[config.mk]
export PLATFORM = sky130hd
export DESIGN_NAME = bus_if_pwb
export DESIGN_NICKNAME = d
export VERILOG_FILES = /design/src/rtl/bus_if_pwb.sv
export SDC_FILE = /design/constraint.sdc
export NUM_CORES = 1
export LEC_CHECK = 0
export ABC_AREA = 0
export ABC_CLOCK_PERIOD_IN_PS = 4150
export BUFFER_PORTS_ARGS = -buffer_cell sky130_fd_sc_hd__buf_2
export CORE_AREA = 2 2 181 183
export CTS_CLUSTER_DIAMETER = 150
export DETAILED_ROUTE_END_ITERATION = 8
export DIE_AREA = 0 0 183 185
export PLACE_DENSITY = 0.66
export SLEW_MARGIN = 20
export SYNTH_ARGS = -nofsm -noshare
export SYNTH_HDL_FRONTEND = slang
export SYNTH_SLANG_ARGS = --single-unit
[constraint.sdc]
create_clock -name clk -period 4.15 [get_ports clk]
set_clock_uncertainty 0.15 [all_clocks]
set_input_delay 0 -clock clk [delete_from_list [all_inputs] [get_ports clk]]
set_output_delay 0 -clock clk [all_outputs]
set_load 0.02 [all_outputs]
[src/rtl/bus_if_pwb.sv]
// rtl/bus_if_pwb.sv - CPU-side bus interface with SPM bypass, posted write buffer and bus timeout
//
// Purpose: routes one pipeline stage's CPU accesses either to the local scratch-pad
// memory (zero latency) or to the shared arbitrated bus. Bus writes are posted into a
// WB_DEPTH-entry buffer. Bus reads wait for that buffer to drain so they stay ordered
// behind earlier writes. A bus access that gets no rdy_ within TIMEOUT cycles is aborted
// and flagged on pl_bus_err.
//
// Ports:
//   clk, rst                     clock, synchronous active-high reset
//   pl_stall, pl_flush           pipeline control in
//   pl_busy, pl_bus_err          pipeline hold / one-cycle timeout pulse out
//   cpu_addr/as_/rw/wr_data      CPU request in
//   cpu_rd_data                  CPU read data out
//   spm_addr/as_/rw/wr_data      SPM request out
//   spm_rd_data                  SPM read data in
//   bus_req_/grnt_               arbitration handshake
//   bus_addr/as_/rw/wr_data      bus request out (registered)
//   bus_rd_data, bus_rdy_        bus response in
module bus_if_pwb #(
  parameter int ADDR_W    = 30,
  parameter int DATA_W    = 32,
  parameter int SLV_IDX_W = 3,
  parameter int SPM_IDX   = 1,
  parameter int WB_DEPTH  = 4,
  parameter int TIMEOUT   = 255
) (
  input  logic              clk,
  input  logic              rst,
  input  logic              pl_stall,
  input  logic              pl_flush,
  output logic              pl_busy,
  output logic              pl_bus_err,
  input  logic [ADDR_W-1:0] cpu_addr,
  input  logic              cpu_as_,
  input  logic              cpu_rw,
  input  logic [DATA_W-1:0] cpu_wr_data,
  output logic [DATA_W-1:0] cpu_rd_data,
  output logic [ADDR_W-1:0] spm_addr,
  output logic              spm_as_,
  output logic              spm_rw,
  output logic [DATA_W-1:0] spm_wr_data,
  input  logic [DATA_W-1:0] spm_rd_data,
  output logic              bus_req_,
  input  logic              bus_grnt_,
  output logic [ADDR_W-1:0] bus_addr,
  output logic              bus_as_,
  output logic              bus_rw,
  output logic [DATA_W-1:0] bus_wr_data,
  input  logic [DATA_W-1:0] bus_rd_data,
  input  logic              bus_rdy_
);

  localparam int PTR_W = $clog2(WB_DEPTH);
  localparam int CNT_W = (TIMEOUT > 0) ? $clog2(TIMEOUT + 1) : 1;
  localparam logic [CNT_W-1:0] TO_VAL  = CNT_W'(TIMEOUT);
  localparam logic [PTR_W:0]   WB_FULL = (PTR_W + 1)'(WB_DEPTH);

  typedef enum logic [1:0] {IDLE, REQ, ACCESS, STALL} state_t;

  state_t            state, next_state;
  logic [ADDR_W-1:0] wb_addr [WB_DEPTH];
  logic [DATA_W-1:0] wb_data [WB_DEPTH];
  logic [PTR_W-1:0]  wr_ptr, rd_ptr;
  logic [PTR_W:0]    count;
  logic [DATA_W-1:0] rd_buf;
  logic [CNT_W-1:0]  cnt;
  logic              op_rd;

  logic valid, sel_spm, rd_req, full, empty;
  logic rdy_hit, to_hit, release_bus;
  logic push, pop, launch_wb, launch_rd;

  assign spm_addr    = cpu_addr;
  assign spm_rw      = cpu_rw;
  assign spm_wr_data = cpu_wr_data;

  assign valid   = !cpu_as_ && !pl_flush;
  assign sel_spm = (cpu_addr[ADDR_W-1 -: SLV_IDX_W] == SLV_IDX_W'(SPM_IDX));
  assign rd_req  = valid && !sel_spm && cpu_rw;
  assign full    = (count == WB_FULL);
  assign empty   = (count == '0);

  // The counter only advances on rdy_-high ACCESS cycles, so a match here means
  // TIMEOUT cycles have already elapsed without a response.
  assign rdy_hit     = (state == ACCESS) && !bus_rdy_;
  assign to_hit      = (state == ACCESS) && bus_rdy_ && (TIMEOUT != 0) && (cnt == TO_VAL);
  assign release_bus = rdy_hit || to_hit;

  always_comb begin
    next_state  = state;
    cpu_rd_data = '0;
    spm_as_     = 1'b1;
    pl_busy     = 1'b0;
    pl_bus_err  = to_hit;
    push        = 1'b0;
    pop         = 1'b0;
    launch_wb   = 1'b0;
    launch_rd   = 1'b0;

    case (state)
      IDLE: begin
        // Draining posted writes always wins so a read never overtakes them.
        if (!empty) begin
          launch_wb  = 1'b1;
          next_state = REQ;
        end else if (rd_req) begin
          launch_rd  = 1'b1;
          next_state = REQ;
        end
      end
      REQ: begin
        if (!bus_grnt_) next_state = ACCESS;
      end
      ACCESS: begin
        if (release_bus) begin
          if (op_rd) begin
            cpu_rd_data = rdy_hit ? bus_rd_data : '0;
            next_state  = (rdy_hit && pl_stall) ? STALL : IDLE;
          end else begin
            pop        = 1'b1;
            next_state = IDLE;
          end
        end
      end
      STALL: begin
        cpu_rd_data = rd_buf;
        if (!pl_stall) next_state = IDLE;
      end
      default: next_state = IDLE;
    endcase

    if (valid) begin
      if (sel_spm) begin
        if (state == IDLE) begin
          if (!pl_stall) spm_as_ = 1'b0;
          if (cpu_rw) cpu_rd_data = spm_rd_data;
        end else if (state != STALL) begin
          pl_busy = 1'b1;
        end
      end else if (!cpu_rw) begin
        if (full) pl_busy = 1'b1;
        else if (!pl_stall) push = 1'b1;
      end else begin
        if (!((state == STALL) || (state == ACCESS && op_rd && release_bus)))
          pl_busy = 1'b1;
      end
    end
  end

  always_ff @(posedge clk) begin
    if (rst) begin
      state       <= IDLE;
      wr_ptr      <= '0;
      rd_ptr      <= '0;
      count       <= '0;
      rd_buf      <= '0;
      cnt         <= '0;
      op_rd       <= 1'b0;
      bus_req_    <= 1'b1;
      bus_as_     <= 1'b1;
      bus_rw      <= 1'b1;
      bus_addr    <= '0;
      bus_wr_data <= '0;
    end else begin
      state <= next_state;

      if (push) begin
        wb_addr[wr_ptr] <= cpu_addr;
        wb_data[wr_ptr] <= cpu_wr_data;
        wr_ptr          <= wr_ptr + 1'b1;
      end
      // The entry stays in the buffer while on the bus; it leaves only on completion.
      if (pop) rd_ptr <= rd_ptr + 1'b1;
      if (push && !pop)      count <= count + 1'b1;
      else if (!push && pop) count <= count - 1'b1;

      if (launch_wb) begin
        bus_addr    <= wb_addr[rd_ptr];
        bus_rw      <= 1'b0;
        bus_wr_data <= wb_data[rd_ptr];
        bus_req_    <= 1'b0;
        op_rd       <= 1'b0;
      end else if (launch_rd) begin
        bus_addr    <= cpu_addr;
        bus_rw      <= 1'b1;
        bus_wr_data <= '0;
        bus_req_    <= 1'b0;
        op_rd       <= 1'b1;
      end

      // Strobe only on the first ACCESS cycle.
      bus_as_ <= !(state == REQ && !bus_grnt_);

      if (state == ACCESS) begin
        if (release_bus) begin
          bus_req_    <= 1'b1;
          bus_addr    <= '0;
          bus_rw      <= 1'b1;
          bus_wr_data <= '0;
          cnt         <= '0;
          if (op_rd) rd_buf <= rdy_hit ? bus_rd_data : '0;
        end else begin
          cnt <= cnt + 1'b1;
        end
      end
    end
  end

endmodule

==> results.txt <==
* Outcome: finished, final reports clean
- Timing analysis after detailed placement gives a worst setup slack of around 1200 ps.
- Synth Register Bits: between 300 and 400
- The clock reaches the later pin of the worst-skew pair after 520 ps.
- Counting every instance in the synthesized netlist gives 1,062.
- Wire length of the first global-routing pass: 51.6 mm
* Layout cells sized above 1: between 30% and 40%
* Die X: 183 µm
* Largest net degree at the start of global routing: slightly below 70
- # DRC: 0
- Core region area: 32,000 µm²
- Derived from the worst setup path, the maximum achievable clock frequency is approximately 0.32 GHz.
* Data arrival at the endpoint of the critical path: 3020 ps
- Clock period minus worst slack: 3170 ps
- IO buf count: roughly 300
- Setup slack on the critical path of the routed design comes to around 980 ps.
* Pins over their slew limit: 0
- Critical Path Start Type: input pin
- In this run the static leakage power is roughly 7.0 nW.
- The synthesized netlist contains 52 unique library cells.
- Type of the most critical hold path: in2reg
- The multi-input combinational cells in the finished layout cover a total of 4250 µm².
* Kind of end point of the critical path: output pin
* Vias in the first global route: about 9,400
- CTS built an H-tree with a depth of 2.
- Largest fanout of any net on the critical path: 39
- Number of placement rows: 66
- The initial utilization of the core area, before any placement, comes to 46.5%.
- Floorplan die height: 185 µm
- After clock tree synthesis, the clock-pin slew on the worst setup and hold paths is 60 ps.
- Post-synth EDFFs: ~250
* Maximum number of buffers from clock root to sink: 3
- After filler insertion, the fill cell instance count of the layout stands at 2,529.
* Detailed-route wire length: between 30 and 40 mm
- Sequential cell area fraction in the yosys report: 65.8%
- Total nets after synthesis: ~1,200
- Die Outline Area: approximately 34,000 µm²
- Post-cts gate resize count: 0
- Global routing finished with a remaining overflow of 0.
- Cell Pwr Density: approximately 490 nW/µm²
- Final total negative setup slack: 0 ps
* Synth Cell Area: roughly 15,000 µm²
* FFs w/ async S/R, synth: 0%
- The HPWL after detailed placement is between 15 and 20 mm.
* Average footprint of a synthesized cell: 14.0 µm²
* Sequential cell area: between 9000 and 10,000 µm²
- Antenna violations before repair: 0
- Number of top-level pins: roughly 300
- The worst pin sits at a relative slew slack of 31.0%.
- Buffers inserted during clock tree synthesis total 38.
* Post-Route Hold Slack: just under 100 ps
* Data required time of the critical path: ~4000 ps
- Routed Antenna Nets: 0
* WL/cell: ~19 µm
- After the flow finishes, the layout carries non-filler instances totaling roughly 1,800.
- The tree is rooted in a clkbuf_16.
- Synthesis-to-finish area growth: 24.3%
- The number of antenna diodes in the final layout is 0.
* Via count: roughly 9,800
- Including well taps, the total number of placed cells is between 1,500 and 2,000.
* Gpl congestion: ~0.77
- Global routing used about a fifth of the available tracks across all layers.
- The first detailed-routing pass took 5 iterations.
* Yosys synthesis warning count: 0
* Number of setup violations in the final report: 0
- The critical path is of the in2out type.
- Detailed Route Iter0 Violations: 588
* Unrepaired setup endpoints after global routing: false
- Primary FF master, synth: edfxtp_1
- Net count, final: ~1,500
- Number of endpoints with negative hold slack in the final report: 0
- Clock tree from TritonCTS: done
- Slew of the pin with the lowest slew margin: a little over 1000 ps
- Postcts setup bufs: 0
- Drt via density: 5.38
- Buffers inserted to repair hold after CTS numbered between 100 and 150.
* Count of maximum capacitance violations: 0
- VDD sags by at most just over 0.3 mV.
* Sink count of the clock tree: 365
- Part of the cycle the worst path needs: 76.4%
[worst paths after layout]
check	depth (start not counted)	slack [ps]	to	startpoint
worst max-delay path	7	980	cpu_rd_data[27]	cpu_addr[29]
worst min-delay path	2	100	wb_data[0][29]$_DFFE_PP_	cpu_wr_data[29]
worst max register to register	11	1200	count[2]$_SDFFE_PP0P_	state[0]$_SDFFE_PP0P_
worst min register to register	2	310	rd_buf[15]$_SDFFE_PP0P_	rd_buf[15]$_SDFFE_PP0P_
[state kept, by name (all words and copies together), names as in the netlist, 2 cells and up, named ones only]
signal       flops
bus_addr        30
bus_wr_data     32
cnt              8
count            3
rd_buf          32
rd_ptr           2
state            2
wb_addr        120
wb_data        128
wr_ptr           2
[cell usage in the layout, fill, tap and decap left out, drive strengths merged, types with 3 or more instances in the layout]
cell,instances
dfxtp,117
xor2,4
nor2,74
nand2,73
or3,4
a21oi,75
ha,10
dlygate4sd3,107
mux4,62
nand4,5
nand3,67
a22oi,31
a31oi,3
clkinv,9
edfxtp,248
a211oi,32
mux2i,31
clkbuf,55
and3,6
o21ai,39
nor3b,3
and2,5
buf,309
inv,12
[synth_stat cells (3+ instances only)]
cell	number	share of area [%]
a211oi_1	32	1.6
a21oi_1	75	2.5
a22oi_1	31	1.6
and2_1	5	0.21
and3_1	6	0.25
buf_12	3	0.40
buf_2	23	0.77
buf_4	63	3.2
clkbuf_1	42	1.1
clkbuf_2	3	0.10
dfxtp_1	117	16
edfxtp_1	248	50
ha_1	10	0.84
inv_1	9	0.23
mux2i_1	31	2.1
mux4_2	62	9.4
nand2_1	72	1.8
nand3_1	67	2.3
nand4_1	4	0.17
nor2_1	74	1.9
nor3b_1	3	0.15
o21ai_0	39	1.3
or3_1	4	0.17
xor2_1	4	0.24
[cell type report]
| cell class | count | share of cell area [%] |
|---|---|---|
| Sequential cell | 365 | 53.0 |
| Multi-Input combinational cell | 551 | 23.0 |
| Inverter | 10 | 0.203 |
| Tap cell | 408 | 2.76 |
| Clock inverter | 15 | 0.785 |
| Clock buffer | 55 | 5.87 |
| Timing Repair Buffer | 416 | 14.5 |
[critical path: stages]
cell and delay (ps):
dlygate4sd3_1 530, buf_2 180, nor3b_1 600, nand4_2 820, buf_4 510, a21oi_1 160, buf_2 190
[where the power goes]
group | switching [mW] | internal, mW
Combinational | 0.956 | 0.599
Sequential | 0.139 | 4.08
Clock | 1.36 | 1.96
Total | 2.46 | 6.64
[stage by stage]
| stage | util (%) | instance area [µm²] | power [mW] |
|---|---|---|---|
| 2_1_floorplan | - | 14900 | 5.28 |
| 3_3_place_gp | 50.6 | 16200 | 5.76 |
| 3_5_place_dp | 50.6 | 16200 | 5.78 |
| 4_1_cts | 57.7 | 18500 | 9.20 |
| 5_1_grt | 57.7 | 18500 | 9.49 |
| 6_report | 57.7 | 18500 | 9.10 |
[logic make-up (layout without fill, tap and decap cells)]
| family | count (synthesis) | after routing | share of synthesized area, % |
|---|---|---|---|
| AOI/OAI and AO/OA | 192 | 192 | 7.89 |
| DFF | 365 | 365 | 65.8 |
| xor gates and xnor gates | 6 | 6 | 0.353 |
| muxes | 94 | 94 | 11.5 |
| and+or+nand+nor | 248 | 248 | 7.61 |
| buffers and inverters | 146 | 496 | 5.87 |
| adders and majority gates | 11 | 11 | 0.975 |
[per-layer routing]
layer | global-route usage [%] | routed length, µm | up-vias
li1 | - | - | 4591
met1 | 25.9 | 14500 | 4813
met2 | 33.9 | 16500 | 341
met3 | 3.05 | 2020 | 52
met4 | 5.02 | 654 | 0
met5 | 0 | 0 | -
Note: power is estimated with default switching activity, not from simulation.
